[src/rtl/demux_1to4_pipe_pkg.sv]
// demux_1to4_pipe_pkg: shared lane count, select width and state encoding
package demux_1to4_pipe_pkg;
  localparam int DEMUX_LANES = 4;
  localparam int DEMUX_SEL_W = 2;
  localparam logic [0:0] ST_EMPTY = 1'b0;
  localparam logic [0:0] ST_FULL = 1'b1;
endpackage

[src/rtl/demux_1to4_pipe_decode.sv]
// demux_decode2to4: enabled 2-to-4 one-hot decoder
module demux_decode2to4
  import demux_1to4_pipe_pkg::*;
(
  input  logic [DEMUX_SEL_W-1:0] sel,
  input  logic                   en,
  output logic [DEMUX_LANES-1:0] onehot
);
  // one bit set for the selected lane, none when disabled
  always_comb onehot = en ? DEMUX_LANES'(1) << sel : '0;
endmodule

[src/rtl/demux_1to4_pipe.sv]
// demux_1to4_pipe: single-entry registered 1-to-4 demux with per-lane handshake and transfer counters
module demux_1to4_pipe
  import demux_1to4_pipe_pkg::*;
#(
  parameter int WIDTH = 1,
  parameter int CNT_W = 8
) (
  input  logic                         clk,
  input  logic                         reset,
  input  logic                         in_valid,
  output logic                         in_ready,
  input  logic [WIDTH-1:0]             in_data,
  input  logic [DEMUX_SEL_W-1:0]       in_sel,
  output logic [DEMUX_LANES-1:0]       out_valid,
  input  logic [DEMUX_LANES-1:0]       out_ready,
  output logic [DEMUX_LANES*WIDTH-1:0] out_data,
  output logic [DEMUX_LANES*CNT_W-1:0] xfer_cnt
);
  logic [0:0] state;
  logic [WIDTH-1:0] hold_data;
  logic [DEMUX_SEL_W-1:0] hold_sel;
  logic full, fire, accept;
  logic [DEMUX_LANES-1:0] fire_oh;
  logic [CNT_W-1:0] cnt [DEMUX_LANES];
  demux_decode2to4 u_dec (
    .sel(hold_sel),
    .en(full),
    .onehot(out_valid)
  );
  // handshake: a slot frees up either when empty or when the held word leaves this cycle
  always_comb begin
    full = state == ST_FULL;
    fire = full && out_ready[hold_sel];
    in_ready = !reset && (!full || out_ready[hold_sel]);
    accept = in_valid && in_ready;
    fire_oh = out_valid & out_ready;
  end
  // hold register: load on accept, drain to empty on a fire with no replacement
  always_ff @(posedge clk) begin
    if (reset) begin
      state <= ST_EMPTY;
      hold_data <= '0;
      hold_sel <= '0;
    end else if (accept) begin
      state <= ST_FULL;
      hold_data <= in_data;
      hold_sel <= in_sel;
    end else if (fire) state <= ST_EMPTY;
  end
  for (genvar k = 0; k < DEMUX_LANES; k++) begin : g_lane
    // per-lane completed-transfer counter, wraps naturally
    always_ff @(posedge clk) begin
      if (reset) cnt[k] <= '0;
      else if (fire_oh[k]) cnt[k] <= cnt[k] + CNT_W'(1);
    end
    assign out_data[k*WIDTH +: WIDTH] = out_valid[k] ? hold_data : '0;
    assign xfer_cnt[k*CNT_W +: CNT_W] = cnt[k];
  end
endmodule

[config.mk]
export PLATFORM = sky130hd
export DESIGN_NAME = demux_1to4_pipe
export DESIGN_NICKNAME = d
export VERILOG_FILES = /design/src/rtl/demux_1to4_pipe_pkg.sv /design/src/rtl/demux_1to4_pipe_decode.sv /design/src/rtl/demux_1to4_pipe.sv
export SDC_FILE = /design/constraint.sdc
export NUM_CORES = 1
export LEC_CHECK = 0
export ABC_AREA = 1
export BUFFER_PORTS_ARGS = -buffer_cell sky130_fd_sc_hd__buf_2
export CORE_AREA = 4 4 72 74
export CTS_BUF_LIST = sky130_fd_sc_hd__clkbuf_4
export DETAILED_ROUTE_END_ITERATION = 10
export DIE_AREA = 0 0 76 78
export PLACE_DENSITY_LB_ADDON = 0.1
export SYNTH_ARGS = -nofsm -noshare
export SYNTH_HDL_FRONTEND = slang
export SYNTH_HIERARCHICAL = 1
export SYNTH_SLANG_ARGS = --single-unit
[constraint.sdc]
create_clock -name clk -period 1.5 [get_ports clk]
set_input_delay 0.3 -clock clk [delete_from_list [all_inputs] [get_ports clk]]
set_output_delay 0.3 -clock clk [all_outputs]
set_load 0.01 [all_outputs]
==> impl_metrics.json <==
{
  "outcome": "finished, violations left",
  "violations": "negative setup slack",
  "p_per_area_nw_per_um2": 804.4,
  "cts.sinks": 36,
  "drive_above_1_share_pct": 35.31,
  "r2r-start": "hold_sel[0]",
  "clk_path_buf_depth": 2,
  "reg2regPathDepth": 8,
  "pwr-share-comb_pct": 13.6,
  "portBuffers": 50,
  "grt_max_degree": 11,
  "ys_seq_area_share_pct": 54.49,
  "slowest_stage": "dfxtp_4",
  "drv_slew": 0,
  "max_freq_ghz": 0.6536,
  "die_x_microns": 76,
  "syn-num-nets": 227,
  "cts_root_buffer": "clkbuf_4",
  "syn_inst": 213,
  "core_sq_um": 4598,
  "fin_crit_sh_pct": 102.0,
  "critPathCaptureType": "output pin",
  "cp_max_fo": 5,
  "finalHoldViolations": 0,
  "hold_path.class": "input port to register",
  "insertedDiodeCount": 0,
  "rrSetupSlack_ns": 0.14,
  "p_seq_share_pct": 59.9,
  "power.total_mw": 1.997,
  "wl_per_cell_microns": 11.90,
  "initial_core_util_pct": 41.55,
  "clock_skew_ns": 0.009271,
  "io-pin-count": 51,
  "grt_overflow": 0,
  "place_inst": 327,
  "grt_pass1_vias": 1528,
  "tns_ns": -0.03213,
  "pre_cts_ws_ns": 0.08335,
  "gp_congestion": 0.7911,
  "min_period_ns": 1.530,
  "hpwl_mm": 3.046,
  "worst_slack_ns": -0.02991,
  "p_int_mw": 1.472,
  "yosysWarnings": 6,
  "firstDrtPassIters": 4,
  "rr_endpoint": "cnt[2][7]",
  "cts_tree": "built",
  "startpoint_type": "register",
  "hold_depth": 3,
  "grt_pass1_wl_mm": 6.865,
  "final_nets": 299,
  "ys_types": 25,
  "antenna_found_initial": 0,
  "power_leakage_nw": 1.135,
  "grtUsageTotal_pct": 14.17,
  "worst-slew-pin-transition_ns": 0.3482,
  "critical_path_required_ns": 1.20,
  "syn_area_sq_um": 1911,
  "area_delta_synth_final_pct": 29.93,
  "p_clk_share_pct": 26.5,
  "htreeDepth": 2,
  "hp-start": "in_data",
  "syn_area_per_cell_sq_um": 8.970,
  "cpPeakStageDelay_ns": 0.38,
  "ant_nets": 0,
  "worst_hold_slack_ns": 0.2062,
  "finalWirelength_mm": 4.046,
  "peakVddDrop_v": 0.0004352,
  "num_vias": 1614,
  "power_switching_mw": 0.5247,
  "vias_per_cell": 4.747,
  "ys_ff_latch": 36,
  "numCtsBuffers": 5,
  "die_area_sq_um": 5928,
  "initialDrtViolationCount": 51,
  "crit_path_cell_trace": "inv_2 -> nand2_4 -> nor2_4 -> buf_6 -> nand2_2 -> inv_2 -> buf_6",
  "rsz0062_at_grt": "true",
  "final-setup-viol-count": 2,
  "slew-limit-headroom_pct": 76.73,
  "hold_end": "hold_data",
  "fp-row-count": 25,
  "critPathKind": "register to output pin",
  "maxCapViolations": 0,
  "hold_buffers": 0,
  "clk_latency_ns": 0.33,
  "drcViolationCount": 0,
  "clk_pin_slew_ns": 0.11,
  "fp.dieH_microns": 78,
  "final_cells": 340,
  "worstPathArrival_ns": 1.23,
  "switching_share_pct": 26.28
}
sequential cells by signal, summed over array words and instances (netlist names):
name	cells
hold_sel	2
cnt	32
hold_data	1
full	1
cell usage after synthesis:
| cell type | n | area (sq um) |
|---|---|---|
| nand2_1 | 46 | 172.7 |
| nor2_1 | 36 | 135.1 |
| edfxtp_1 | 32 | 960.9 |
| inv_1 | 26 | 97.59 |
| nand3_1 | 16 | 80.08 |
| a21oi_1 | 12 | 60.06 |
| nand4_1 | 5 | 31.28 |
| xor2_1 | 5 | 43.79 |
| dfxtp_1 | 4 | 80.08 |
| ha_1 | 4 | 50.05 |
| nor3_1 | 4 | 20.02 |
| a21oi_2 | 2 | 17.52 |
| a31oi_1 | 2 | 12.51 |
| inv_2 | 2 | 7.510 |
| nand3_4 | 2 | 35.03 |
| nand3b_1 | 2 | 15.01 |
| nor3b_1 | 2 | 15.01 |
| o21a_1 | 2 | 15.01 |
| o21ai_0 | 2 | 10.01 |
| o21ai_1 | 2 | 10.01 |
| buf_6 | 1 | 11.26 |
| nand2_2 | 1 | 6.260 |
| nor3_2 | 1 | 10.01 |
| o31ai_1 | 1 | 7.510 |
| or2_0 | 1 | 6.260 |
area by class of cell:
class	count	area (sq um)
fillers	462	2116
clock inverters	1	3.754
well taps	54	67.56
flip-flops and latches	36	1050
repair buffers	66	384.1
clock buffers	7	52.55
inverters	28	107.6
multi-input cells	148	817.0
power groups by stage:
stage | registers [mW] | clock network [mW] | logic, mW
after CTS | 1.19 | 0.552 | 0.247
after global placement | 1.21 | 0 | 0.232
final | 1.20 | 0.529 | 0.272
after global routing | 1.21 | 0.598 | 0.304
after floorplan | 1.23 | 0 | 0.106
after detailed placement | 1.21 | 0 | 0.232
worst max path at each step:
| stage | startpoint | to | slack, ns | cells past startpoint |
|---|---|---|---|---|
| detailed placement | hold_sel[0] | cnt[1][6] | 0.08 | 6 |
| global route | hold_sel[1] | in_ready | -0.11 | 5 |
| floorplan | full | cnt[3][0] | 0.09 | 4 |
| CTS | hold_sel[0] | out_data[2] | -0.07 | 7 |
| finish | hold_sel[0] | out_data[2] | -0.03 | 7 |
| global placement | hold_sel[0] | cnt[1][6] | 0.16 | 6 |
layout by cell type, fill, tap and decap left out, types with 3 or more instances in the layout:
| cell | count |
|---|---|
| nor2_4 | 4 |
| nand2_1 | 40 |
| nand4_1 | 5 |
| buf_2 | 49 |
| buf_6 | 3 |
| buf_4 | 14 |
| xor2_1 | 5 |
| nand2_2 | 6 |
| nand3_1 | 14 |
| inv_1 | 22 |
| inv_2 | 5 |
| nor2_1 | 32 |
| clkbuf_4 | 7 |
| nor3_1 | 4 |
| ha_1 | 4 |
| a21oi_2 | 3 |
| edfxtp_1 | 32 |
| a21oi_1 | 11 |
metrics by stage:
step / instance area (sq um) / util, %
after floorplan: 1911 / -
after global routing: 2482 / 53.99
final: 2482 / 53.99
after detailed placement: 2300 / 50.01
after global placement: 2300 / 50.01
after CTS: 2409 / 52.38
cells by family after synthesis:
family | synth area share [%]
AO/OA/AOI/OAI | 6.942
XOR/XNOR | 2.292
adder cells (fa/ha/maj) | 2.620
buffers and inverters | 6.090
flip-flops | 54.49
AND/OR/NAND/NOR | 27.57
worst max-delay path: cells and delay by family (launching register included):
family | cells | cell delay (ns)
simple gates | 3 | 0.20
buf+inv | 4 | 0.33
flops | 1 | 0.38
routing by layer:
layer,part of all wire [%],vias to the layer above,GRT usage (%)
li1,-,857,-
met1,48,708,18.30
met2,45,39,22.52
met3,5.5,10,4.872
met4,2.0,0,3.915
met5,0,-,0
what timing repair did:
item | 4_1_cts | 5_1_grt
resized for setup | 14 | 17
setup endpoints to repair | 9 | 9
pin swaps | 5 | 5
buffers inserted | 4 | 3
Note: power is estimated with default switching activity, not from simulation.
